File: src/rtl/serial_compare_ctrl.sv
// serial_compare_ctrl: sequencer that feeds two parallel operands
// MSB-first into a bit-serial magnitude comparator and latches its verdict.
module serial_compare_ctrl #(
  parameter int WIDTH = 8
) (
  input  logic             clock,
  input  logic             reset,
  input  logic             start,
  input  logic             abort,
  input  logic [WIDTH-1:0] op_a,
  input  logic [WIDTH-1:0] op_b,
  output logic             ready,
  output logic             busy,
  output logic             valid,
  output logic             gt,
  output logic             eq,
  output logic             lt,
  output logic             cmp_reset,
  output logic             cmp_a,
  output logic             cmp_b,
  input  logic             cmp_g,
  input  logic             cmp_e,
  input  logic             cmp_l
);

  localparam int CW = $clog2(WIDTH);
  localparam logic [CW-1:0] LAST = CW'(WIDTH - 1);

  typedef enum logic [1:0] {
    IDLE,
    INIT,
    SHIFT,
    DONE
  } state_t;

  state_t           state;
  state_t           state_nx;
  logic [WIDTH-1:0] sa;
  logic [WIDTH-1:0] sb;
  logic [CW-1:0]    cnt;

  // State register.
  always_ff @(posedge clock or posedge reset) begin
    if (reset) state <= IDLE;
    else       state <= state_nx;
  end

  // Next state; abort wins over every INIT/SHIFT transition.
  always_comb begin
    state_nx = state;
    unique case (state)
      IDLE:    if (start) state_nx = INIT;
      INIT:    state_nx = abort ? IDLE : SHIFT;
      SHIFT: begin
        if (abort)            state_nx = IDLE;
        else if (cnt == LAST) state_nx = DONE;
      end
      DONE:    state_nx = IDLE;
      default: state_nx = IDLE;
    endcase
  end

  // Operand shift registers and bit counter.
  always_ff @(posedge clock or posedge reset) begin
    if (reset) begin
      sa  <= '0;
      sb  <= '0;
      cnt <= '0;
    end else if (state == IDLE && start) begin
      sa  <= op_a;
      sb  <= op_b;
      cnt <= '0;
    end else if (state == SHIFT) begin
      sa  <= {sa[WIDTH-2:0], 1'b0};
      sb  <= {sb[WIDTH-2:0], 1'b0};
      cnt <= cnt + 1'b1;
    end
  end

  // Verdict capture with a single-cycle valid pulse.
  always_ff @(posedge clock or posedge reset) begin
    if (reset) begin
      valid <= 1'b0;
      gt    <= 1'b0;
      eq    <= 1'b0;
      lt    <= 1'b0;
    end else begin
      valid <= (state == DONE);
      if (state == DONE) begin
        gt <= cmp_g;
        eq <= cmp_e;
        lt <= cmp_l;
      end
    end
  end

  assign ready     = (state == IDLE);
  assign busy      = (state != IDLE);
  assign cmp_reset = reset | (state == INIT);
  assign cmp_a     = (state == SHIFT) & sa[WIDTH-1];
  assign cmp_b     = (state == SHIFT) & sb[WIDTH-1];

endmodule
File: config.mk
export PLATFORM = sky130hd
export DESIGN_NAME = serial_compare_ctrl
export DESIGN_NICKNAME = d
export VERILOG_FILES = /design/src/rtl/serial_compare_ctrl.sv
export SDC_FILE = /design/constraint.sdc
export NUM_CORES = 1
export LEC_CHECK = 0
export BUFFER_PORTS_ARGS = -buffer_cell sky130_fd_sc_hd__buf_4
export CELL_PAD_IN_SITES_DETAIL_PLACEMENT = 1
export CELL_PAD_IN_SITES_GLOBAL_PLACEMENT = 1
export CORE_MARGIN = 2
export CORE_UTILIZATION = 39
export DETAILED_ROUTE_END_ITERATION = 10
export HOLD_SLACK_MARGIN = 0.15
export MAX_ROUTING_LAYER = met4
export PLACE_DENSITY = 0.82
export SYNTH_ARGS = -nofsm -noshare
export SYNTH_HDL_FRONTEND = slang
export SYNTH_SLANG_ARGS = --single-unit
File: constraint.sdc
create_clock -name clock -period 1.5 [get_ports clock]
set_input_delay 0.3 -clock clock [delete_from_list [all_inputs] [get_ports clock]]
set_output_delay 0.3 -clock clock [all_outputs]
set_load 0.005 [all_outputs]
* Yosys cells after proc, flatten, opt, wreduce, memory -nomap -nowiden
Cells that the tools add are included.
Widths: inputs -> output; s select.
** Word-level totals
- Register bits :: 25
- Input bits :: 23
- Output and inout port bits :: 9
** Operators by class
- Add/sub/neg operators :: 1
- Eq/ne operators :: 6
- Mux-type cells :: 11
- Bitwise operators :: 3
- Reduce and logical (&&, ||, !) cells :: 5
** Operators by type and width (count)
- $mux 8 :: 4
- $mux 2 :: 4
- $pmux 2 s4 :: 1
- $mux 3 :: 2
- $eq 2x2->1 const B :: 2
- $reduce_bool 2->1 :: 2
- $add 3x1->3 const B :: 1
- $eq 3x3->1 const B :: 1
- $ne 3x3->1 const B :: 1
- $and 1x1->1 :: 2
- $eq 2x1->1 const B :: 1
- $logic_not 2->1 :: 1
- $ne 2x2->1 const B :: 1
- $reduce_and 2->1 :: 1
- $logic_and 1x1->1 :: 1
- $or 1x1->1 :: 1

* Depth between registers and ports, before layout
- Depth in word-level cells :: 4
- Depth in mapped cells :: 5

* Least setup slack after synthesis
OpenSTA, ideal clock, no wires.
- Path type :: input-to-output
- Start :: input port reset
- End :: output port cmp_reset
- Data arrival time :: 980 ps
- Required time :: 1200 ps
- Slack :: 220 ps
- Stages :: 2
- Path through :: inv_1 -> nand2_1
** Between the ends
- Longest elaborated chain between the ends :: 1
** Ends and longest elaborated chain
- start: declaration :: RTL line 7 : input logic reset,
- $or 1x1->1 :: RTL line 99 : assign cmp_reset = reset | (state == INIT);
- end: declaration :: RTL line 18 : output logic cmp_reset,
Every way passes these cells.

* Worst setup path after layout
- Start :: register state[0]
- End :: output port cmp_b
** Between the ends
- Longest elaborated chain between the ends :: 2
** Ends and longest elaborated chain
- start: declaration :: RTL line 36 : state_t state;
- start signal: assignment :: RTL line 45 : else state <= state_nx;
- $eq 2x2->1 :: RTL line 101 : assign cmp_b = (state == SHIFT) & sb[WIDTH-1];
- $and 1x1->1 :: RTL line 101
- end: declaration :: RTL line 20 : output logic cmp_b,
Every way passes these cells.

==> summary.txt <==
Pwr
  – Pwr Density: around 1200 nW/um^2
  – Logic gate share of total power: 32.8%
  – P_int: between 1 and 1.5 mW
  – Reg power frac: 50.2%
  – Clock power frac: 17.0%
  – Peak supply drop: 0.614 mV
  – Sw Share: between 30% and 40%
  – NetSw: 574 uW
  – Leakage power: 0.759 nW
  – Final Total Pwr: 1.86 mW

Routing
  – Initial DRT Pass Iterations: 4
  – Via Count: 993
  – Detailed Route WL: 3.13 mm
  – Remaining antenna violation count: 0
  – Routed length per instance: roughly 17 microns
  – Initial DRC count: 25
  – Vias per inst: 5.55
  – Drc violations: 0

STA
  – Unrepaired setup endpoints after global routing: true
  – Max Freq: between 600 and 700 MHz
  – Hold Slack: 179 ps
  – Final setup vio count: 3
  – Clock skew: 8.00 ps
  – Worst relative slew slack: around three quarters
  – Setup WS post-layout: -57.8 ps
  – Max-slew violation count: 0
  – Fin crit share: 104%
  – Crit path time final: 1560 ps
  – Fin. Hold Viols: 0
  – Setup TNS: -144 ps
  – Slew at the pin closest to its max-slew limit: between 300 and 400 ps

Synth
  – Syn nets: 131
  – Cells after Synth: 106
  – Top_reg_cell synth: dfrtp_1
  – Biggest area consumer among synthesized cells: dfrtp_1
  – Syn Area/Cell: 11.0 sq um
  – Synth top area share: 53.7%
  – Async SR Flop Fraction: 100%
  – Top post-synthesis cells by count: dfrtp_1, inv_1, nand2_1
  – Register area share after synthesis: between 50% and 60%
  – Mapped Area: 1160 sq um
  – Area contributors post-synth: dfrtp_1, o22a_1, nor3b_1
  – Yosys reg bits: 25
  – Post-synth EDFFs: 0
  – YS warnings: 0
  – Synth unique cells: 25
  – Most frequent cell after synthesis: dfrtp_1

Global route
  – Grt total ovfl: 0
  – GRT Overall Usage: roughly a fifth
  – Antenna violations before repair: 0
  – Vias in the first global route: 1087
  – Largest net degree at the start of global routing: 26
  – Global-route wire length before repair: 5.25 mm

Setup path
  – Setup crit start: state[0]
  – Worst reg2reg endpoint: sa[5]
  – Reg2reg path depth: 4
  – Flop2flop setup slack: 110 ps
  – Worst Path Required: 1200 ps
  – CP max FO: 4
  – Worst r2r src: state[1]
  – Setup CP Type: register to output pin
  – Worst EP arrival: about 1300 ps
  – Critical Path Max Stage Delay: 430 ps
  – Slowest CP cell: dfrtp_1
  – Worst-path cell chain: and2b_2, and2_4, buf_6
  – CP Launch Type: register
  – Critical path capture point: cmp_b
  – Critical Path Sink Type: output pin

Clock network
  – H-tree depth: 1
  – Inserted Clock Buffers: 3
  – CTS tree: built
  – Clock Root Buffer: clkbuf_4
  – Num Clock Sinks: 25
  – CTS Buffer Depth: 2
  – Clock transition at path regs: between 100 and 150 ps
  – Clk_lat worst skew: between 300 and 400 ps

Final layout
  – Fin nets: approximately 170
  – Layout Area Growth over Synthesis: 36.8%
  – Fill cells: 323
  – ANT cells: 0
  – Fraction of layout cells with a size suffix above 1: about two fifths

Status
  – Run status: complete, but fails checks
  – Violated checks: setup timing

Min path
  – Hold Path Stages: 3
  – Worst Hold Class: input pin to register

Die
  – Core area: roughly 2800 sq um
  – Row count: 19
  – Chip Width: 58.7 microns
  – I/O pin cnt: 32
  – Initial core utilization: 41.5%
  – Die ar.: 3440 sq um
  – Overall die height: ~59 microns

Place
  – HPWL Detailed: 2.18 mm
  – Final RePlAce weighted congestion: around 0.79
  – Port-buffer cells: 31

Flow run
  – Number of max-cap violations: 0
routing by layer:
metal,up-vias,global-route usage (%),share of wire (%)
li1,463,-,-
met1,508,24.9,41
met2,18,36.4,55
met3,4,1.98,2.1
met4,0,7.79,1.5
met5,-,-,0
area by class of cell:
type / instances / area (sq um) / area share (%)
sequential: 25 / 627 / 39.3
multi-input combinational: 66 / 505 / 31.7
timing repair buffer: 44 / 362 / 22.7
tap: 31 / 38.8 / 2.43
inverter: 9 / 33.8 / 2.12
clock buffer: 3 / 22.5 / 1.41
clock inverter: 1 / 5.00 / 0.314
repair_timing:
item	in CTS	in global routing
endpoints found under the setup margin	5	13
pin swaps	2	2
cloned	0	0
gates resized for setup	6	11
hold endpoints to repair	26	0
setup buffers	3	3
hold buffers	2	0
critical path: cells and delay by family, from the launching register on:
kind | cells | cell delay, ps
AND/OR/NAND/NOR | 2 | 410
flip-flops | 1 | 430
buffers and inverters | 1 | 100
logic make-up (layout without fill, tap and decap cells):
| kind of cell | count (synthesis) | count (layout) | share of synthesized area, % |
|---|---|---|---|
| DFF | 25 | 25 | 53.7 |
| AOI/OAI and AO/OA | 30 | 30 | 20.1 |
| buffers and inverters | 15 | 57 | 5.59 |
| adders and majority gates | 2 | 2 | 2.15 |
| muxes | 3 | 3 | 2.90 |
| and+or+nand+nor | 31 | 31 | 15.6 |
power groups by stage:
stage | combinational, mW | sequential, mW | clock, mW
global placement | 0.508 | 0.938 | 0
finish | 0.609 | 0.933 | 0.315
global route | 0.665 | 0.959 | 0.349
CTS | 0.575 | 0.933 | 0.331
detailed placement | 0.535 | 0.953 | 0
floorplan | 0.314 | 0.923 | 0
stage by stage:
| stage | worst slack, ps | std cells | instance area [sq um] | util (%) |
|---|---|---|---|---|
| after floorplan | 220 | 106 | 1160 | - |
| after global placement | 201 | 168 | 1450 | 51.7 |
| after detailed placement | 168 | 168 | 1450 | 51.7 |
| after CTS | -68.2 | 177 | 1540 | 55.0 |
| after global routing | -95.2 | 179 | 1590 | 56.8 |
| final | -57.8 | 179 | 1590 | 56.8 |
registers in the layout (all words and copies together), names as in the netlist:
name   count
sa         8
sb         8
cnt        3
state      2
eq         1
gt         1
lt         1
valid      1
how the worst min path moves through the flow:
stage / slack [ps] / endpoint / startpoint
final: 180 / sb[0] / op_b[0]
after global routing: 170 / eq / cmp_e
after detailed placement: 420 / sa[0] / reset
after floorplan: 340 / cnt[0] / reset
after CTS: 170 / sb[0] / op_b[0]
after global placement: 410 / eq / reset
cell usage in the layout, fill, tap and decap left out, types with 3 or more instances in the layout:
master,synthesis,final
nor3b_1,6,5
nor3_1,4,4
a2bb2oi_1,5,5
a21oi_1,3,3
a211oi_1,4,4
inv_1,9,8
o22a_1,6,6
nand2b_1,5,4
buf_4,1,35
buf_6,0,7
nand2_1,7,6
clkbuf_4,0,3
mux2_2,3,3
dfrtp_1,25,24
o21ai_0,5,5
nand3b_1,3,3
No activity file was read; power rests on OpenSTA's default activity.
